$ cat src/rtl/chargen_pkg.sv
// Shared definitions for the character-generator write path: screen
// geometry, control-character codes, controller states, cursor operations
// and the packed {row, col} cursor/address type.
package chargen_pkg;

  localparam int COLS  = 80;
  localparam int ROWS  = 30;
  localparam int COL_W = 7;
  localparam int ROW_W = 5;

  localparam logic [COL_W-1:0] LAST_COL = COL_W'(COLS - 1);
  localparam logic [ROW_W-1:0] LAST_ROW = ROW_W'(ROWS - 1);

  localparam logic [7:0] CH_SPACE = 8'h20;
  localparam logic [7:0] CH_CR    = 8'h0D;
  localparam logic [7:0] CH_LF    = 8'h0A;
  localparam logic [7:0] CH_BS    = 8'h08;

  typedef enum logic {
    IDLE,
    CLEAR
  } state_t;

  typedef enum logic [2:0] {
    OP_NONE,
    OP_ADV,
    OP_LF,
    OP_CR,
    OP_BS,
    OP_HOME
  } cur_op_t;

  typedef struct packed {
    logic [ROW_W-1:0] row;
    logic [COL_W-1:0] col;
  } cursor_t;

  function automatic logic is_printable(input logic [7:0] b);
    return (b >= 8'h20) && (b <= 8'h7E);
  endfunction

endpackage

$ cat src/rtl/char_cursor.sv
// Text cursor register. Applies one operation per cycle (advance with
// line wrap, newline, carriage return, backspace, home) and keeps the
// position inside the visible COLS x ROWS area at all times.
module char_cursor
  import chargen_pkg::*;
(
  input  logic    clk,
  input  logic    rst,
  input  cur_op_t op,
  output cursor_t pos
);

  // Row after a line step; wraps from the last row back to the top, no scrolling.
  function automatic logic [ROW_W-1:0] next_row(input logic [ROW_W-1:0] r);
    return (r == LAST_ROW) ? '0 : r + 1'b1;
  endfunction

  // Cursor position update, driven by the operation the controller selects.
  always_ff @(posedge clk) begin
    if (!rst) begin
      pos <= '0;
    end else begin
      case (op)
        OP_ADV: begin
          if (pos.col == LAST_COL) begin
            pos.col <= '0;
            pos.row <= next_row(pos.row);
          end else begin
            pos.col <= pos.col + 1'b1;
          end
        end
        OP_LF:   pos.row <= next_row(pos.row);
        OP_CR:   pos.col <= '0;
        OP_BS:   if (pos.col != '0) pos.col <= pos.col - 1'b1;
        OP_HOME: pos <= '0;
        default: ;
      endcase
    end
  end

endmodule

$ cat src/rtl/char_write_ctrl.sv
// Character memory write sequencer/arbiter. Merges UART bytes and manual
// writes into one write per cycle, tracks the text cursor, runs the
// full-screen clear sweep and parks one UART byte while busy or outranked.
// Optional cursor blink is enabled with the macro CHARGEN_CURSOR_BLINK_EN.
module char_write_ctrl
  import chargen_pkg::*;
#(
  parameter int BLINK_CYCLES = 50_000_000
) (
  input  logic                   clk,
  input  logic                   rst,
  input  logic                   uart_valid,
  input  logic [7:0]             uart_data,
  input  logic                   man_we,
  input  logic [7:0]             man_char,
  input  logic                   clr_req,
  output logic                   mem_we,
  output logic [COL_W+ROW_W-1:0] mem_addr,
  output logic [7:0]             mem_data,
  output logic [COL_W-1:0]       cur_col,
  output logic [ROW_W-1:0]       cur_row,
  output logic                   busy,
  output logic                   ovf,
  output logic                   cur_vis
);

  if (BLINK_CYCLES < 2) begin : g_bad_blink
    $error("BLINK_CYCLES must be at least 2");
  end

  state_t           state;
  logic             pend_valid;
  logic [7:0]       pend_data;
  logic [ROW_W-1:0] clr_row;
  logic [COL_W-1:0] clr_col;
  logic             clr_done;

  cursor_t          pos;
  cur_op_t          cur_op;
  logic             sel_valid;
  logic [7:0]       sel_byte;
  logic             park_uart;

  char_cursor u_cursor (
    .clk (clk),
    .rst (rst),
    .op  (cur_op),
    .pos (pos)
  );

  assign cur_row = pos.row;
  assign cur_col = pos.col;

  // Pick this cycle's byte by priority and translate it into a cursor operation.
  always_comb begin
    sel_valid = 1'b0;
    sel_byte  = '0;
    cur_op    = OP_NONE;
    park_uart = uart_valid && ((state == CLEAR) || clr_req);
    if (state == IDLE && !clr_req) begin
      if (pend_valid) begin
        sel_valid = 1'b1;
        sel_byte  = pend_data;
      end else if (uart_valid) begin
        sel_valid = 1'b1;
        sel_byte  = uart_data;
      end else if (man_we) begin
        sel_valid = 1'b1;
        sel_byte  = man_char;
      end
    end
    if (state == CLEAR && clr_done) begin
      cur_op = OP_HOME;
    end else if (sel_valid) begin
      if (is_printable(sel_byte))                        cur_op = OP_ADV;
      else if (sel_byte == CH_CR)                        cur_op = OP_CR;
      else if (sel_byte == CH_LF)                        cur_op = OP_LF;
      else if (sel_byte == CH_BS && pos.col != '0)       cur_op = OP_BS;
    end
  end

  // Controller FSM: registered write port, clear sweep, pending byte and overflow flag.
  always_ff @(posedge clk) begin
    if (!rst) begin
      state      <= IDLE;
      mem_we     <= 1'b0;
      mem_addr   <= '0;
      mem_data   <= '0;
      busy       <= 1'b0;
      ovf        <= 1'b0;
      pend_valid <= 1'b0;
      pend_data  <= '0;
      clr_row    <= '0;
      clr_col    <= '0;
      clr_done   <= 1'b0;
    end else begin
      mem_we <= 1'b0;
      case (state)
        IDLE: begin
          if (clr_req) begin
            state    <= CLEAR;
            busy     <= 1'b1;
            mem_we   <= 1'b1;
            mem_addr <= '0;
            mem_data <= CH_SPACE;
            clr_row  <= '0;
            clr_col  <= COL_W'(1);
            clr_done <= 1'b0;
          end else begin
            if (pend_valid) begin
              pend_valid <= uart_valid;
              if (uart_valid) pend_data <= uart_data;
            end
            if (cur_op == OP_ADV) begin
              mem_we   <= 1'b1;
              mem_addr <= pos;
              mem_data <= sel_byte;
            end else if (cur_op == OP_BS) begin
              mem_we   <= 1'b1;
              mem_addr <= {pos.row, pos.col - 1'b1};
              mem_data <= CH_SPACE;
            end
          end
        end
        CLEAR: begin
          if (clr_done) begin
            state <= IDLE;
            busy  <= 1'b0;
          end else begin
            mem_we   <= 1'b1;
            mem_addr <= {clr_row, clr_col};
            mem_data <= CH_SPACE;
            clr_done <= (clr_row == LAST_ROW) && (clr_col == LAST_COL);
            if (clr_col == LAST_COL) begin
              clr_col <= '0;
              clr_row <= clr_row + 1'b1;
            end else begin
              clr_col <= clr_col + 1'b1;
            end
          end
        end
        default: state <= IDLE;
      endcase
      if (park_uart) begin
        if (!pend_valid) begin
          pend_valid <= 1'b1;
          pend_data  <= uart_data;
        end else begin
          ovf <= 1'b1;
        end
      end
    end
  end

`ifdef CHARGEN_CURSOR_BLINK_EN
  localparam int BLINK_W = $clog2(BLINK_CYCLES);

  logic [BLINK_W-1:0] blink_cnt;
  logic               vis_q;

  // Blink timer; any cursor movement restarts it with the cursor shown.
  always_ff @(posedge clk) begin
    if (!rst) begin
      blink_cnt <= '0;
      vis_q     <= 1'b1;
    end else if (cur_op != OP_NONE) begin
      blink_cnt <= '0;
      vis_q     <= 1'b1;
    end else if (blink_cnt == BLINK_W'(BLINK_CYCLES - 1)) begin
      blink_cnt <= '0;
      vis_q     <= ~vis_q;
    end else begin
      blink_cnt <= blink_cnt + 1'b1;
    end
  end

  assign cur_vis = vis_q;
`else
  assign cur_vis = 1'b1;
`endif

endmodule

$ cat config.mk
export PLATFORM = sky130hd
export DESIGN_NAME = char_write_ctrl
export DESIGN_NICKNAME = d
export VERILOG_FILES = /design/src/rtl/chargen_pkg.sv /design/src/rtl/char_cursor.sv /design/src/rtl/char_write_ctrl.sv
export SDC_FILE = /design/constraint.sdc
export NUM_CORES = 1
export LEC_CHECK = 0
export ABC_AREA = 1
export CORE_ASPECT_RATIO = 0.9
export CORE_MARGIN = 2
export CORE_UTILIZATION = 50
export CTS_CLUSTER_SIZE = 28
export DETAILED_ROUTE_END_ITERATION = 10
export PLACE_DENSITY = 0.83
export SLEW_MARGIN = 20
export SYNTH_ARGS = -nofsm -noshare
export SYNTH_HDL_FRONTEND = slang
export SYNTH_SLANG_ARGS = --single-unit
export TNS_END_PERCENT = 10
$ cat constraint.sdc
create_clock -name clk -period 3.3 [get_ports clk]
set_input_delay 0.495 -clock clk [delete_from_list [all_inputs] [get_ports clk]]
set_output_delay 0.495 -clock clk [all_outputs]
set_load 0.005 [all_outputs]
# [Word level (Yosys, flattened, before mapping)]
# Cells that the tools add are included.
[word_totals] input_bits=21 regBits=58 word_cells=121
[op_classes] addsub=5 n_eq_ne=19 bitwise=1 magnitude_cmp=2 n_reduce_logical=19 muxes=62
[ops] cell="two-way mux 8 bit" n=14
[ops] cell="two-way mux 12 bit" n=4
[ops] cell="two-way mux 7 bit" n=5
[ops] cell="two-way mux 5 bit" n=5
[ops] cell="== test 8 x 4 -> 1 bit (second input constant)" n=3
[ops] cell="case mux 12 bit (2 select lines)" n=1
[ops] cell="case mux 7 bit (3 select lines)" n=1
[ops] cell="two-way mux 1 bit" n=18
[ops] cell="two-way mux 3 bit" n=6
[ops] cell="case mux 8 bit (2 select lines)" n=1
[ops] cell="case mux 5 bit (3 select lines)" n=1
[ops] cell="adder 7 x 1 -> 7 bit (second input constant)" n=2
[ops] cell="== test 7 bit (second input constant)" n=2
[ops] cell="case mux 7 bit (2 select lines)" n=1
[ops] cell="AND reduction 2 bit" n=6
[ops] cell="adder 5 x 1 -> 5 bit (second input constant)" n=2
[ops] cell="== test 5 bit (second input constant)" n=2
[ops] cell="case mux 5 bit (2 select lines)" n=1
[ops] cell=">= comparator 8 x 6 -> 1 bit (second input constant)" n=1
[ops] cell="less-or-equal comparator 8 x 7 -> 1 bit (second input constant)" n=1
[ops] cell="case mux 1 bit (2 select lines)" n=4
[ops] cell="nonzero test 7 bit" n=1
[ops] cell="subtractor 7 x 1 -> 7 bit (second input constant)" n=1
[ops] cell="== test 3 x 2 -> 1 bit (second input constant)" n=2
[ops] cell="12 further kinds" n=23

# [Depth between registers and ports, before layout]
# Gate-level depths: netlist (run 1).
[logic_depth] word_depth=17 mapped_depth=14 ltp_nobuf=14

# [Cells and area by module]
# Synthesis (run 1) repeated with hierarchy kept, for this count alone.
[hier_totals] hier_cells=542 hier_area_um2=3577.2
[modules_own_cells] mod="char_write_ctrl" seq_area_each_um2=920.9 cells_each=393 area_per_inst_um2=2572.5 instances=1
[modules_own_cells] mod="char_cursor" seq_area_each_um2=240.2 cells_each=149 area_per_inst_um2=1004.7 instances=1

# [Worst setup path after synthesis (run 1)]
# Ideal clock, no wire load.
[synth_path] path_type="input-to-reg" startpoint="in uart_valid" endpoint="reg mem_addr[2]" t_required_ns=3.183 slack_ns=1.383 n_path_buf=2 arrival_ns=1.800 stages=12 path_cell_list="buf_6 -> nor2_4 -> nand3_1 -> nand3_1 -> nand3_1 -> nor2_2 -> nand2_4 -> nand3_2 -> buf_6 -> o21ai_0 -> nor2_1 -> nor2_1"
[synth_between] elab_chain_cells=15
[synth_rtl] item="from (decl)" line_no="char_write_ctrl.sv:12" source="input logic uart_valid,"
[synth_rtl] item="two-way mux 8 bit" line_no="char_write_ctrl.sv:64" source="end else if (uart_valid) begin"
[synth_rtl] item="two-way mux 8 bit" line_no="char_write_ctrl.sv:61" source="if (pend_valid) begin"
[synth_rtl] item="two-way mux 8 bit" line_no="char_write_ctrl.sv:60" source="if (state == IDLE && !clr_req) begin"
[synth_rtl] item="== test 8 x 4 -> 1 bit" line_no="char_write_ctrl.sv:78" source="else if (sel_byte == CH_BS && pos.col != '0) cur_op = OP_BS;"
[synth_rtl] item="logical AND 1 bit" line_no="char_write_ctrl.sv:78"
[synth_rtl] item="two-way mux 3 bit" line_no="char_write_ctrl.sv:78"
[synth_rtl] item="two-way mux 3 bit" line_no="char_write_ctrl.sv:77" source="else if (sel_byte == CH_LF) cur_op = OP_LF;"
[synth_rtl] item="two-way mux 3 bit" line_no="char_write_ctrl.sv:76" source="else if (sel_byte == CH_CR) cur_op = OP_CR;"
[synth_rtl] item="two-way mux 3 bit" line_no="char_write_ctrl.sv:75" source="if (is_printable(sel_byte)) cur_op = OP_ADV;"
[synth_rtl] item="two-way mux 3 bit (*)" line_no="char_write_ctrl.sv:74" source="end else if (sel_valid) begin"
[synth_rtl] item="two-way mux 3 bit (*)" line_no="char_write_ctrl.sv:72" source="if (state == CLEAR && clr_done) begin"
[synth_rtl] item="== test 3 x 1 -> 1 bit" line_no="char_write_ctrl.sv:114" source="if (cur_op == OP_ADV) begin"
[synth_rtl] item="two-way mux 12 bit" line_no="char_write_ctrl.sv:114"
[synth_rtl] item="two-way mux 12 bit" line_no="char_write_ctrl.sv:100" source="if (clr_req) begin"
[synth_rtl] item="case mux 12 bit (2 select lines)" line_no="char_write_ctrl.sv:98" source="case (state)"
[synth_rtl] item="to (signal assigned)" line_no="char_write_ctrl.sv:116" source="mem_addr <= pos;"
[synth_rtl] item="to (signal assigned)" line_no="char_write_ctrl.sv:120" source="mem_addr <= {pos.row, pos.col - 1'b1};"
[synth_rtl] item="to (signal assigned)" line_no="char_write_ctrl.sv:131" source="mem_addr <= {clr_row, clr_col};"
[synth_rtl] item="to (decl)" line_no="char_write_ctrl.sv:18" source="output logic [COL_W+ROW_W-1:0] mem_addr,"
# Mark *: on every way between the ends. The rest lies on a longest branch, timed or not.
# A chain may end at the register's enable or synchronous reset.

# [Worst setup path after layout (run 1)]
[layout_path] startpoint="in uart_valid" endpoint="reg, netlist name u_cursor.pos[11]"
[layout_between] elab_chain_cells=14
[layout_rtl] item="two-way mux 8 bit" line_no="char_write_ctrl.sv:64"
[layout_rtl] item="two-way mux 8 bit" line_no="char_write_ctrl.sv:61"
[layout_rtl] item="two-way mux 8 bit" line_no="char_write_ctrl.sv:60"
[layout_rtl] item="== test 8 x 4 -> 1 bit" line_no="char_write_ctrl.sv:78"
[layout_rtl] item="logical AND 1 bit" line_no="char_write_ctrl.sv:78"
[layout_rtl] item="two-way mux 3 bit" line_no="char_write_ctrl.sv:78"
[layout_rtl] item="two-way mux 3 bit" line_no="char_write_ctrl.sv:77"
[layout_rtl] item="two-way mux 3 bit" line_no="char_write_ctrl.sv:76"
[layout_rtl] item="two-way mux 3 bit" line_no="char_write_ctrl.sv:75"
[layout_rtl] item="two-way mux 3 bit (*)" line_no="char_write_ctrl.sv:74"
[layout_rtl] item="two-way mux 3 bit (*)" line_no="char_write_ctrl.sv:72"
[layout_rtl] item="== test 3 x 1 -> 1 bit (tied with other cells)" line_no="char_cursor.sv:23" source="case (op)"
[layout_rtl] item="inequality test 2 x 1 -> 1 bit (no line) / nonzero test 3 bit (equally long branches)"
[layout_rtl] item="AND reduction 2 bit (no line)"
# Marks and branches as above.

==> parameters.txt, run 1 <==
Parameter                              Value

Critical path
  Slowest library cell on the worst path    sky130_fd_sc_hd__clkdlybuf4s50_1
  CP Data Arrival Time    3.04 ns
  Crit-path cells    clkdlybuf4s50_1 > inv_4 > nor2_4 > nand2_1 > nand3_1 > nand2_1 > inv_1 > o21ai_1 > nor2_2 > nand2_1 > nand2_2 > inv_1 > nor2_1 > nor2_1
  Worst Path Required    3.54 ns
  Launch point of the critical path    uart_valid
  CP max FO    15
  Max stage delay on crit path    0.79 ns
  Cell repeated most along the worst path    sky130_fd_sc_hd__nand2_1
  Kind of capture point of the worst setup path    register
  Worst setup path class    primary input to register
  Worst reg2reg path startpoint    pend_valid$_SDFF_PN0_
  Worst R2R Setup Slack    between 0.6 and 0.7 ns
  R2r endpoint    u_cursor.pos[11]$_SDFFE_PN0P_
  Kind of launch point of the worst setup path    primary input
  Length in cells of the worst reg-to-reg path    13

Yosys
  Yosys warning count    0
  Area contributors post-synth    sky130_fd_sc_hd__dfxtp_1, sky130_fd_sc_hd__nand2_1, sky130_fd_sc_hd__nor2_1, sky130_fd_sc_hd__nand3_1, sky130_fd_sc_hd__inv_1
  Syn nets    540
  Largest family of logic cells by synthesized area    simple AND/OR/NAND/NOR gates
  Share of Yosys cell area claimed by the top area cell type    approximately a third
  Cell taking the most area after synthesis    sky130_fd_sc_hd__dfxtp_1
  Post-Synthesis Mean Instance Area    ~6.6 um^2
  Multiplexer fraction of the synthesized cell area    0%
  Compound-Gate Fraction of Synth Area    about an eighth
  Area share of and/or/nand/nor cells after synthesis    38.7%
  Parity-gate share of the synthesized area counting xor and xnor cells    under 10%
  Mapped cell area    3390 um^2
  Share of synthesized area occupied by flip-flops and latches    34.2%
  Number of cells produced by synthesis    a little over 500
  Share of synthesized cell area in full adder, half adder and majority cells    2.58%
  Number of distinct library cells after synthesis    42
  Number of synthesized register bits    between 50 and 60

Clock tree
  CTS tree    built
  Number of levels in the clock H-tree    3
  Maximum buffer depth of the clock tree    2
  Post-CTS setup-driven buffer insertion count    0
  Clock input transition at the sequential cells of the worst setup and hold paths    0.07 ns
  Count of cells resized by post-cts repair    0
  Cell at the root of the clock tree    sky130_fd_sc_hd__clkbuf_8
  Source-to-sink clock delay at the later pin of the worst-skew pair    0.34 ns
  Post-CTS Hold Fix Bufs    0
  Sink Count    58
  CTS buffer count    9

STA
  Clock tree skew after final layout    0.00828 ns
  Final setup violation count    0
  Min Clock Period, post-route    about 2.8 ns
  Least-Margin Pin Slew    0.661 ns
  Highest achievable clock rate    357 MHz
  Hold violation count in the final report    0
  Total count of max-transition violations in the final report    0
  Setup TNS    0 ns
  Relative slew margins    55.9%
  Hold WS    between 0.4 and 0.5 ns
  RSZ-0062 raised after global routing    no
  Tcrit/Tclk final    approximately 85%
  Worst Slack Setup Final    0.498 ns

Flow run
  MaxCap Viol Count    0

Routing
  Total via count in the routed design    3,460
  Number of DRC markers in iteration 0    187
  Routed wire length    8800 um
  Remaining DRCs    0
  Detailed Routing Iterations Pass 1    5
  Number of nets with antenna violations after routing    0
  Via density per instance    5.23
  Routed length per instance    between 10 and 15 um

Power and ir drop
  Switching power as a share of total power    ~30%
  Proportion of power drawn by combinational gates    22.2%
  Leakage Power    1.81 nW
  Portion of total power attributed to the clock network    38.5%
  NetSw    approximately 0.61 mW
  Sequential share of power    roughly two fifths
  Pwr dens    489 nW/um^2
  Power after layout    2.06 mW
  Peak VDD IR    0.269 mV
  Cell-internal power    about 1.4 mW

Global route
  Via count of the first global-routing pass    3,312
  Initial antenna violation count    0
  First-pass GRT wire length    14,800 um
  GRT Util Overall    24.7%
  Overflow left after global routing    0
  Maximum number of pins on one net before global-route repair    34

Hold path
  Beginning of the worst hold path    mem_data[7]$_SDFFE_PN0P_
  Tightest Hold Check Type    register to register
  Hold Path End    mem_data[7]$_SDFFE_PN0P_
  Worst hold path stage count    2

Final layout
  Final instance area    4210 um^2
  Fraction of layout cells with a size suffix above 1    8.58%
  Count of non-filler cells in the finished layout    661
  Fill cell instance count of the final layout    between 600 and 700
  Final net count    594
  Area of the multi-input gates    1920 um^2
  Register area    about 1200 um^2
  Final Core Density    a little under two thirds
  # diodes    0
  Layout overhead on the synthesized area    24.0%

Place
  Post-detailed-placement half-perimeter wirelength    6310 um
  Placement Setup Slack    0.201 ns
  Count of placed standard cells including taps    645
  Count of buffers from port buffering    55
  Placement-stage cell area    ~4000 um^2
  Weighted congestion at the end of routability-driven global placement    0.864

Floorplan
  Cell row count    28
  DIE HEIGHT    around 82 um
  Die extent in x    slightly above 90 um
  Die footprint    7460 um^2
  Effective utilization at floorplan    51.5%
  Number of I/O pins    57
  Core region area    around 6600 um^2

Run status
  Outcome    complete, no violations
-- final cells by class --
| type | count | share of cell area (%) |
|---|---|---|
| multi-input combinational | 389 | 45.6 |
| sequential | 58 | 27.6 |
| timing repair buffer | 62 | 14.3 |
| inverter | 46 | 4.22 |
| clock buffer | 11 | 3.12 |
| tap | 90 | 2.68 |
| clock inverter | 5 | 2.44 |
-- cells in the mapped netlist (all sizes together) --
| cell type | number |
|---|---|
| nor2 | 114 |
| nand4 | 8 |
| xor2 | 9 |
| xnor2 | 3 |
| buf | 12 |
| nand2 | 122 |
| o31ai | 1 |
| inv | 44 |
| a22oi | 3 |
| nor3 | 12 |
| nand3 | 36 |
| nor3b | 2 |
| or2 | 2 |
| o32ai | 1 |
| dfxtp | 58 |
| clkinv | 2 |
| o21ai | 42 |
| clkbuf | 7 |
| a31oi | 1 |
| ha | 7 |
| a211oi | 4 |
| and3 | 1 |
| conb | 1 |
| a21oi | 17 |
| a221oi | 1 |
| a21boi | 1 |
| a31o | 1 |
-- critical path: cells and delay by family --
family	cells	cell delay (ns)
AOI/OAI and AO/OA	1	0.07
and+or+nand+nor	9	1.43
buffers and inverters	4	1.03
-- layout by cell type (no fill, tap or decap), drive strengths merged, types with 11 or more instances in the layout --
cell type      Yosys  final
nand2            122    122
nor2             114    114
dfxtp             58     58
clkdlybuf4s50      0     55
inv               44     44
o21ai             42     42
nand3             36     36
a21oi             17     17
nor3              12     12
clkbuf             7     11
-- layer usage --
metal / routed length (um) / share of wire, % / GRT usage [%] / vias up
li1: - / - / - / 1758
met1: 4080 / 46 / 30.0 / 1577
met2: 4110 / 47 / 42.6 / 111
met5: 0 / 0 / 0 / -
met3: 447 / 5.1 / 6.26 / 14
met4: 154 / 1.8 / 10.5 / 0
-- flip-flops by register name, summed over array words and instances (netlist names) --
signal,flops
busy,1
clr_col,7
clr_done,1
clr_row,5
mem_addr,12
mem_data,8
mem_we,1
ovf,1
pend_data,8
pend_valid,1
state,1
u_cursor.pos,12
-- kinds of logic (layout without fill, tap and decap cells) --
| group | Yosys count | after routing |
|---|---|---|
| AND/OR/NAND/NOR | 297 | 297 |
| AO/OA/AOI/OAI | 72 | 72 |
| buffers and inverters | 65 | 124 |
| flip-flops | 58 | 58 |
| XOR/XNOR | 12 | 12 |
| adder cells (fa/ha/maj) | 7 | 7 |
| other | 1 | 1 |
-- power by group through the flow --
stage | logic, mW | clock network (mW) | registers [mW]
6_report | 0.458 | 0.793 | 0.808
2_1_floorplan | 0.310 | 0 | 0.802
3_5_place_dp | 0.450 | 0 | 0.822
5_1_grt | 0.512 | 0.836 | 0.817
3_3_place_gp | 0.438 | 0 | 0.820
4_1_cts | 0.455 | 0.802 | 0.807
-- worst max-delay path by stage --
stage	cells past startpoint	slack (ns)	endpoint
2_1_floorplan	12	1.38	mem_addr[2]$_SDFFE_PN0P_
3_3_place_gp	14	0.36	u_cursor.pos[10]$_SDFFE_PN0P_
3_5_place_dp	14	0.20	u_cursor.pos[10]$_SDFFE_PN0P_
4_1_cts	14	0.54	u_cursor.pos[10]$_SDFFE_PN0P_
5_1_grt	14	0.23	u_cursor.pos[10]$_SDFFE_PN0P_
6_report	14	0.50	u_cursor.pos[11]$_SDFFE_PN0P_
Power figures use the tool's default switching activity.
==> inputs of run 2 (changes only) <==
--- a/config.mk
+++ b/config.mk
@@ -8,7 +8,7 @@
 export ABC_AREA = 1
 export CORE_ASPECT_RATIO = 0.9
 export CORE_MARGIN = 2
-export CORE_UTILIZATION = 50
+export CORE_UTILIZATION = 48
 export CTS_CLUSTER_SIZE = 28
 export DETAILED_ROUTE_END_ITERATION = 10
 export PLACE_DENSITY = 0.83
==> constraint.sdc (replaced) <==
create_clock -name clk -period 2.4 [get_ports clk]
set_input_delay 0.36 -clock clk [delete_from_list [all_inputs] [get_ports clk]]
set_output_delay 0.36 -clock clk [all_outputs]
set_load 0.005 [all_outputs]
==> parameters.txt, run 2 (synthesized netlist as in run 1, its figures left out) <==
Parameter                              Value

Place
  Count of buffers from port buffering    55 (unchanged)
  Placement-stage cell area    4170 um^2 (+5.0%)
  Weighted congestion at the end of routability-driven global placement    0.999 (+16%)
  Placement Setup Slack    -0.142 ns (-0.342 ns)
  Post-detailed-placement half-perimeter wirelength    6700 um (+6.2%)

Floorplan
  DIE HEIGHT    83.8 um (+2.0%)
  Die footprint    7760 um^2 (+4.0%)
  Core region area    6930 um^2 (+5.2%)
  Cell row count    29 (+3.6%)
  Number of I/O pins    57 (unchanged)
  Die extent in x    92.6 um (+2.0%)
  Effective utilization at floorplan    48.9% (-2.6 points)

Clock tree
  Maximum buffer depth of the clock tree    2 (unchanged)
  Clock input transition at the sequential cells of the worst setup and hold paths    0.06 ns (about the same)
  CTS buffer count    9 (unchanged)
  Sink Count    58 (unchanged)
  Source-to-sink clock delay at the later pin of the worst-skew pair    0.35 ns (about the same)
  Count of cells resized by post-cts repair    0 (unchanged)
  Cell at the root of the clock tree    sky130_fd_sc_hd__clkbuf_8
  Number of levels in the clock H-tree    3 (unchanged)
  Post-CTS Hold Fix Bufs    0 (unchanged)
  Post-CTS setup-driven buffer insertion count    0 (unchanged)
  CTS tree    built

Critical path
  Worst Path Required    2.67 ns (-0.87 ns)
  Cell repeated most along the worst path    sky130_fd_sc_hd__nand2_1
  Cell class contributing the biggest share of worst-path delay    buffers and inverters
  Kind of launch point of the worst setup path    primary input
  Worst setup path class    primary input to register
  Max stage delay on crit path    0.44 ns (-0.35 ns)
  Launch point of the critical path    uart_valid
  Buffer and inverter count on the worst path    4 (unchanged)
  Kind of capture point of the worst setup path    register
  Crit-path cells    clkdlybuf4s50_1 > buf_12 > inv_4 > nand3_1 > nand2_1 > nand2_2 > nor2_2 > nand3_2 > o21ai_2 > buf_4 > nand2_1 > nor2_2 > nand2_1 > a21oi_1
  Slowest library cell on the worst path    sky130_fd_sc_hd__clkdlybuf4s50_1
  CP max FO    10 (-5)
  CP Data Arrival Time    2.42 ns (-0.62 ns)
  Worst R2R Setup Slack    0.30 ns (-0.34 ns)
  Worst reg2reg path startpoint    pend_valid$_SDFF_PN0_

Flow run
  MaxCap Viol Count    0 (unchanged)

Power and ir drop
  Cell-internal power    1.84 mW (+27%)
  Portion of total power attributed to the clock network    33.1% (-5.4 points)
  Sequential share of power    40.9% (+1.6 points)
  Pwr dens    616 nW/um^2 (+26%)
  Power after layout    2.69 mW (+30%)
  Switching power as a share of total power    31.3% (+1.7 points)
  NetSw    0.841 mW (+38%)
  Leakage Power    1.91 nW (+5.4%)
  Proportion of power drawn by combinational gates    26.0% (+3.8 points)
  Peak VDD IR    0.332 mV (+24%)

Run status
  Outcome    complete, no violations

STA
  Hold WS    0.437 ns (-0.0157 ns)
  Worst Slack Setup Final    0.255 ns (-0.242 ns)
  Final setup violation count    0 (unchanged)
  Hold violation count in the final report    0 (unchanged)
  RSZ-0062 raised after global routing    no
  Clock tree skew after final layout    0.0102 ns (+0.00188 ns)
  Least-Margin Pin Slew    0.643 ns (-0.0180 ns)
  Setup TNS    0 ns (unchanged)
  Min Clock Period, post-route    2.14 ns
  Relative slew margins    57.0% (+1.1 points)
  Tcrit/Tclk final    89.4%
  Total count of max-transition violations in the final report    0 (unchanged)
  Highest achievable clock rate    466 MHz

Final layout
  Final instance area    4360 um^2 (+3.6%)
  Register area    1160 um^2 (unchanged)
  Fill cell instance count of the final layout    619 (+0.32%)
  Area of the multi-input gates    1920 um^2 (+0.13%)
  Layout overhead on the synthesized area    28.5%
  Most common library cell in the layout ignoring fill and taps    sky130_fd_sc_hd__nand2_1
  Fraction of layout cells with a size suffix above 1    11.8% (+3.3 points)
  # diodes    0 (unchanged)
  Final net count    615 (+3.5%)
  Largest registers    mem_addr (12), u_cursor.pos (12)
  Most frequent cells in the layout    sky130_fd_sc_hd__nand2_1, sky130_fd_sc_hd__nor2_1, sky130_fd_sc_hd__dfxtp_1, sky130_fd_sc_hd__clkdlybuf4s50_1, sky130_fd_sc_hd__inv_1

Routing
  Routed wire length    9150 um (+4.0%)
  Number of nets with antenna violations after routing    0 (unchanged)
  Remaining DRCs    0 (unchanged)
  Via density per instance    5.23 (about the same)
  Routed length per instance    13.4 um (+0.54%)
  Detailed Routing Iterations Pass 1    4 (-1)
  Number of DRC markers in iteration 0    200 (+7.0%)
  Total via count in the routed design    3,579 (+3.4%)

Global route
  First-pass GRT wire length    15,600 um (+5.4%)
  Met2 Use GR    40.5% (-2.1 points)
  Met1 capacity usage during global routing    31.3% (+1.3 points)
  GRT Util Overall    25.1% (+0.33 points)
  Maximum number of pins on one net before global-route repair    33 (-2.9%)
  Overflow left after global routing    0 (unchanged)
  Met3 usage    5.87% (-0.39 points)
  Most used routing layer    met2
  Initial antenna violation count    0 (unchanged)
  Via count of the first global-routing pass    3,410 (+3.0%)

Hold path
  Beginning of the worst hold path    mem_data[7]$_SDFFE_PN0P_
  Tightest Hold Check Type    register to register
[run 2: through the flow]
stage	utilization, %	instances
floorplan	-	512
global placement	60.2	669
detailed placement	60.2	669
CTS	62.9	684
global route	62.9	684
finish	62.9	684
[run 2: worst reg2reg max path, cell delays in order (launching register included)]
cell and delay [ns]:
sky130_fd_sc_hd__dfxtp_1 0.57, sky130_fd_sc_hd__buf_12 0.18, sky130_fd_sc_hd__a21oi_1 0.04, sky130_fd_sc_hd__nand2_1 0.10
sky130_fd_sc_hd__nand2_2 0.10, sky130_fd_sc_hd__nor2_2 0.13, sky130_fd_sc_hd__nand3_2 0.08, sky130_fd_sc_hd__o21ai_2 0.19
sky130_fd_sc_hd__buf_4 0.21, sky130_fd_sc_hd__nand2_1 0.08, sky130_fd_sc_hd__nor2_2 0.14, sky130_fd_sc_hd__nand2_1 0.06
sky130_fd_sc_hd__a21oi_1 0.14
[run 2: power groups by stage]
stage | logic [mW] | clock network (mW) | registers (mW)
final | 0.698 | 0.889 | 1.10
after global routing | 0.781 | 0.947 | 1.11
after CTS | 0.692 | 0.907 | 1.10
after detailed placement | 0.684 | 0 | 1.12
after global placement | 0.671 | 0 | 1.12
after floorplan | 0.426 | 0 | 1.10
[run 2: path summary, 6_finish.rpt]
kind | end | cells past startpoint
hold / removal | mem_data[7]$_SDFFE_PN0P_ | 2
setup / recovery | u_cursor.pos[3]$_SDFFE_PN0P_ | 14
hold reg to reg | mem_data[7]$_SDFFE_PN0P_ | 2
setup reg to reg | u_cursor.pos[3]$_SDFFE_PN0P_ | 12
[run 2: cell type report]
class / count / share of cell area, %
clock inverter: 3 / 0.918
tap: 93 / 2.67
inverter: 46 / 4.08
sequential: 58 / 26.6
timing repair buffer: 83 / 18.3
multi-input combinational: 389 / 44.1
clock buffer: 12 / 3.33
[run 2: routing by layer]
metal	part of all wire [%]	vias up
met1	45	1636
met4	3.3	0
li1	-	1798
met5	0	-
met3	5.1	28
met2	47	117
